<file path="config.mk">
export PLATFORM = sky130hd
export DESIGN_NAME = operand_sel_reg
export DESIGN_NICKNAME = d
export VERILOG_FILES = /design/src/rtl/cpu_pkg.sv /design/src/rtl/onehot_prio_enc.sv /design/src/rtl/operand_sel_reg.sv
export SDC_FILE = /design/constraint.sdc
export NUM_CORES = 1
export LEC_CHECK = 0
export BUFFER_PORTS_ARGS = -buffer_cell sky130_fd_sc_hd__buf_2
export CAP_MARGIN = 20
export CORE_MARGIN = 10
export CORE_UTILIZATION = 46
export DETAILED_ROUTE_END_ITERATION = 8
export HOLD_SLACK_MARGIN = 0.02
export PLACE_DENSITY = 0.86
export SLEW_MARGIN = 5
export SYNTH_ARGS = -nofsm -noshare
export SYNTH_HDL_FRONTEND = slang
export SYNTH_SLANG_ARGS = --single-unit
</file>
<file path="constraint.sdc">
create_clock -name clk -period 3.5 [get_ports clk]
set_input_delay 0.35 -clock clk [delete_from_list [all_inputs] [get_ports clk]]
set_output_delay 0.35 -clock clk [all_outputs]
set_load 0.05 [all_outputs]
</file>
<file path="src/rtl/cpu_pkg.sv">
// Shared definitions for the multi-cycle MIPS datapath: select-error policies
// and the default datapath and register-address widths.
package cpu_pkg;

  // Select-error policy for operand_sel_reg.
  localparam int SEL_PRIORITY = 0;  // multi-hot resolves to the lowest index
  localparam int SEL_STRICT   = 1;  // multi-hot is rejected, register holds

  // Default datapath width and GPR address width. The GPR write-register mux
  // is an operand_sel_reg with WIDTH = REG_ADDR_W.
  localparam int DATA_W     = 32;
  localparam int REG_ADDR_W = 5;

  typedef enum logic {
    POL_PRIORITY = 1'b0,
    POL_STRICT   = 1'b1
  } sel_policy_e;

endpackage

</file>
<file path="src/rtl/onehot_prio_enc.sv">
// Lowest-index priority encoder for one-hot selects. Also flags an empty
// select (hit = 0) and a select with more than one bit set (multi = 1).
// Shared with the control-unit decoders.
module onehot_prio_enc #(
  parameter int N = 5
) (
  input  logic [N-1:0]         sel,
  output logic [$clog2(N)-1:0] idx,
  output logic                 hit,
  output logic                 multi
);

  // Scan from the top down so the lowest set bit is the last one written.
  always_comb begin
    idx = '0;
    for (int i = N - 1; i >= 0; i--) begin
      if (sel[i]) idx = ($clog2(N))'(i);
    end
  end

  assign hit = |sel;
  // Clearing the lowest set bit leaves something only if two or more were set.
  assign multi = |(sel & (sel - N'(1)));

endmodule

</file>
<file path="src/rtl/operand_sel_reg.sv">
// One-hot operand mux with an explicit hold register. The selected source is
// presented combinationally and captured on en; when nothing valid is
// selected the combinational output falls back to the held value instead of
// relying on an implicit latch. Also tracks sticky select errors and how
// many cycles the held value has aged.
module operand_sel_reg
  import cpu_pkg::*;
#(
  parameter int WIDTH  = DATA_W,
  parameter int NUM_IN = 5,
  parameter int STRICT = SEL_PRIORITY,
  parameter int AGE_W  = 4
) (
  input  logic                      clk,
  input  logic                      rst,
  input  logic [NUM_IN*WIDTH-1:0]   in_flat,
  input  logic [NUM_IN-1:0]         sel,
  input  logic                      en,
  input  logic                      clr_err,
  output logic [WIDTH-1:0]          out_comb,
  output logic [WIDTH-1:0]          out_q,
  output logic                      out_vld,
  output logic [$clog2(NUM_IN)-1:0] sel_idx,
  output logic [AGE_W-1:0]          age,
  output logic                      err_multi,
  output logic                      err_none
);

  localparam int IDX_W = $clog2(NUM_IN);
  localparam sel_policy_e POLICY = (STRICT == SEL_STRICT) ? POL_STRICT : POL_PRIORITY;

  // Age counter increment that sticks at all-ones rather than wrapping.
  function automatic logic [AGE_W-1:0] age_sat_inc(input logic [AGE_W-1:0] a);
    return (&a) ? a : a + AGE_W'(1);
  endfunction

  logic [WIDTH-1:0] src [NUM_IN];
  logic [IDX_W-1:0] idx;
  logic             hit;
  logic             multi;
  logic             pass;
  logic             cap;

  for (genvar k = 0; k < NUM_IN; k++) begin : g_src
    assign src[k] = in_flat[k*WIDTH +: WIDTH];
  end

  onehot_prio_enc #(.N(NUM_IN)) u_enc (
    .sel   (sel),
    .idx   (idx),
    .hit   (hit),
    .multi (multi)
  );

  // A select is usable when something is selected and, under the strict
  // policy, exactly one thing is selected.
  assign pass     = hit && ((POLICY == POL_PRIORITY) || !multi);
  assign cap      = en && pass;
  assign out_comb = pass ? src[idx] : out_q;

  // Hold register, capture index, age and sticky error flags; reset beats en.
  always_ff @(posedge clk) begin
    if (rst) begin
      out_q     <= '0;
      sel_idx   <= '0;
      out_vld   <= 1'b0;
      age       <= '0;
      err_multi <= 1'b0;
      err_none  <= 1'b0;
    end else begin
      if (cap) begin
        out_q   <= src[idx];
        sel_idx <= idx;
        out_vld <= 1'b1;
        age     <= '0;
      end else begin
        age     <= age_sat_inc(age);
      end
      // A new error in the same cycle as clr_err keeps the flag set.
      err_multi <= (err_multi && !clr_err) || (en && multi);
      err_none  <= (err_none  && !clr_err) || (en && !hit);
    end
  end

endmodule

</file>
; ---- Word level (Yosys, flattened, before mapping)
; Cells that the tools add are included.
[totals]
out_inout_bits = 74
reg_bits = 42
wordCells = 33
[op_classes]
magnitude_cmp = 1
n_bitwise = 2
addsub = 2
mux = 9
n_reduce_logical = 13
[ops]
columns = op, count
row1 = binary-select mux 32 bit (select 3 bit), 1
row2 = 2-to-1 mux 32 bit, 3
row3 = 2-to-1 mux 3 bit, 5
row4 = OR reduction 5 bit, 2
row5 = bitwise AND 5 bit, 1
row6 = logical AND 1 bit, 5
row7 = subtractor 5 x 1 -> 5 bit (second input constant), 1
row8 = adder 4 x 1 -> 4 bit (second input constant), 1
row9 = >= comparator 4 bit (second input constant), 1
row10 = inverter 3 -> 4 bit, 1
row11 = AND reduction 4 bit, 1
row12 = logical NOT 1 bit, 2
row13 = logical OR 1 bit, 2
row14 = OR reduction 2 bit, 1

; ---- Logic depth before layout (Yosys ltp)
[logic_depth]
word_depth = 10
depth_mapped = 7

; ---- Cells and area by module
; Synthesis repeated with hierarchy kept, for this count alone.
[hier_totals]
hier_cells = 369
area_unflattened_um2 = 3076.7
[by_module_without_submodules]
columns = mod, cells_per_inst, area_each_um2, instances, seq_area_each_um2
row1 = operand_sel_reg, 358, 3002.9, 1, 840.8
row2 = onehot_prio_enc, 11, 73.8, 1, 0.0

; ---- Worst setup path after synthesis
; No wires, ideal clock.
[synth_timing]
path_kind = input -> output
from = in sel[2]
to = out out_comb[18]
path_stages = 7
path_buffers = 4
setup_slack_ns = 0.863
required_ns = 3.150
arrival_ns = 2.287
path_cell_list = or3_1 > buf_2 > or2_1 > buf_6 > buf_6 > buf_6 > a31oi_1
[synth_via]
elab_chain_len = 8
word_cells_on_any_way = 9
classes_between = mux (7) / bitwise (1) / reduce/logical (1)
[synth_rtl]
columns = item, line_no
row1 = "start, declared", operand_sel_reg.sv:17  ; input logic [NUM_IN-1:0] sel,
row2 = 2-to-1 mux 3 bit (3 in series), onehot_prio_enc.sv:17  ; if (sel[i]) idx = ($clog2(N))'(i);
row3 = inverter 3 -> 4 bit (implied by the code), operand_sel_reg.sv:59  ; assign out_comb = pass ? src[idx] : out_q;
row4 = binary-select mux 32 bit (select 3 bit), operand_sel_reg.sv:59
row5 = 2-to-1 mux 32 bit (implied by the code) (2 in series), operand_sel_reg.sv:59
row6 = 2-to-1 mux 32 bit *, operand_sel_reg.sv:59
row7 = "end, declared", operand_sel_reg.sv:20  ; output logic [WIDTH-1:0] out_comb,
; Every way passes the cells marked *; elsewhere a longest branch is shown, timed or not. The select of a mux whose other input is x is not followed.

; ---- Final worst setup path
[layout_timing]
from = in sel[2]
to = out out_comb[17]
; The elaborated chain is that of the path after synthesis.

==> results_dict.tcl <==
set metrics [dict create \
    row_count 32 \
    nNetsFinal 882 \
    ys_types 42 \
    clock.fmax_mhz 339 \
    arrival_ns 2.60 \
    worstSkewPairLatency_ns 0.29 \
    synth_area_sq_um 3630 \
    area_growth_pct 37.4 \
    die_y_microns 109 \
    top_layer "met4" \
    antenna_found_initial 2 \
    wl_microns 15900 \
    drtPass1Iterations 5 \
    wl_met1_microns 5840 \
    drtIter0Drc 233 \
    portBuffers 242 \
    grt_pass1_wl_microns 23900 \
    ys_warn_count 0 \
    hold_path_class "input port to flip-flop" \
    cts_buffer_depth 2 \
    gp_congestion 0.932 \
    start_util 0.472 \
    drc 0 \
    syn_avg_cell_area_sq_um 7.21 \
    skew_ns 0.000369 \
    fill_cells 721 \
    syn_inst 503 \
    track_usage 0.247 \
    ant_nets 0 \
    drt-vias-per-instance 5.83 \
    tns_ns 0 \
    cts_tree "yes" \
    min_period_ns 2.95 \
    hold_viol_final 0 \
    register_area_sq_um 841 \
    cts_resized 0 \
    relSlewSlack 0.311 \
    rsz0062_at_grt "false" \
    drive_gt1_frac 0.439 \
    multiInputGateArea_sq_um 2520 \
    max_cap_violations 0 \
    synth_nets 673 \
    cts_hold_buf 0 \
    finalPower_w 0.00178 \
    clock_sinks 42 \
    p_per_area_nw_per_um2 357 \
    synth_top_area_cell "dfxtp_1" \
    synth_seq_area_share 0.232 \
    synth_edf_count 0 \
    power.leakage_nw 2.19 \
    clock-root-buffer "clkbuf_8" \
    wl_per_cell_microns 19.5 \
    cts_htree_levels 2 \
    dr_wl_met2_microns 7840 \
    dieArea_sq_um 11800 \
    core_area_sq_um 7690 \
    route.met3.wl_microns 1590 \
    hpwl_microns 12700 \
    grt_max_degree 57 \
    final_max_slew_viol_count 0 \
    grt-ovfl-total 0 \
    cp_max_fo 24 \
    status "completed" \
    synth_common_cells "nand3_1, nor2_1, nor2b_1" \
    via_count 4755 \
    ir_drop_uv 225 \
    synth_most_common_cell "nand3_1" \
    finalCritPeriodShare 0.843 \
    path_clk_slew_ns 0.09 \
    die_x_microns 109 \
    cp_data_required_time_ns 3.15 \
    tightest_slew_ns 1.03 \
    critPathLaunchType "input port" \
    io_pins 243 \
    critPathKind "input port to primary output" \
    synthArstFlopShare 0 \
    cts_buffers 5 \
    ys_ff_latch 42 \
    grt_pass1_vias 4688 \
    synth_area_leaders "dfxtp_1, nor2b_1, nand3_1" \
    cp-end-kind "primary output" \
    finalSetupViolCount 0 \
    post_cts_buffers 0 \
    ys.flop_type "dfxtp_1" \
    synth_top_area_share 0.232 \
]
[sequential cells by signal, summed over array words and instances, names as in the netlist]
register	flops
age	4
err_multi	1
err_none	1
out_q	32
out_vld	1
sel_idx	3
[critical path: stages]
cell      delay [ns]
buf_2           0.19
buf_4           0.24
nor2b_2         0.82
a21oi_1         0.17
o221ai_1        0.44
a31oi_2         0.15
buf_2           0.23
[per-stage QoR]
step                      utilization  setup slack, ns  instance area, sq um  hold slack, ns  cells
after detailed placement        0.627            0.529                  4820           0.440    806
after CTS                       0.646            0.529                  4960           0.304    814
final                           0.648            0.549                  4980           0.310    816
after global routing            0.648            0.436                  4980           0.306    816
after global placement          0.627            0.674                  4820           0.432    806
after floorplan                     -            0.863                  3630           0.541    503
[cells in the final DEF (no fill, tap or decap), drive strengths merged, types with 2 or more instances in the layout]
| cell type | n |
|---|---|
| dfxtp | 42 |
| a31oi | 25 |
| o211ai | 26 |
| o221ai | 23 |
| bufinv | 2 |
| o21ai | 35 |
| nand2b | 10 |
| a22o | 9 |
| mux2 | 9 |
| buf | 257 |
| nand2 | 2 |
| inv | 2 |
| nor3 | 11 |
| nor3b | 2 |
| or2 | 26 |
| a21oi | 35 |
| clkbuf | 6 |
| nand3 | 57 |
| nor2b | 48 |
| or4b | 9 |
| a311oi | 9 |
| nor2 | 56 |
[power by group]
part / switching [W] / leakage [nW] / internal, W
registers: 0.0000285 / 0.346 / 0.000513
logic: 0.000524 / 1.78 / 0.000235
clock network: 0.000174 / 0.0714 / 0.000304
total: 0.000727 / 2.19 / 0.00105
[final timing paths]
kind | start | to | slack (ns) | cells past startpoint
setup reg to reg | age[0]$_SDFFE_PP0N_ | age[1]$_SDFFE_PP0N_ | 2.32 | 4
hold reg to reg | out_vld$_SDFFE_PP0P_ | out_vld$_SDFFE_PP0P_ | 0.45 | 2
setup / recovery | sel[2] | out_comb[17] | 0.55 | 7
hold / removal | rst | out_vld$_SDFFE_PP0P_ | 0.31 | 2
[kinds of logic after synthesis]
| kind of cell | after synthesis | synth area share |
|---|---|---|
| AOI/OAI and AO/OA | 167 | 0.318 |
| and+or+nand+nor | 223 | 0.332 |
| muxes | 10 | 0.0328 |
| xor gates and xnor gates | 1 | 0.00242 |
| adders and majority gates | 2 | 0.00621 |
| DFF | 42 | 0.232 |
| buffers and inverters | 58 | 0.0766 |
[cell type report]
cell class,instances,area share
multi-input cells,403,0.506
repair buffers,257,0.268
flip-flops and latches,42,0.169
well taps,102,0.0256
clock buffers,6,0.0166
clock inverters,2,0.0120
inverters,3,0.00226
diodes,1,0.000502
[metal layers]
layer,vias to the layer above,global-route usage
met1,2163,0.275
met2,260,0.433
met5,-,0
met4,0,0.111
met3,49,0.0667
li1,2283,-
No activity file was read; power rests on OpenSTA's default activity.
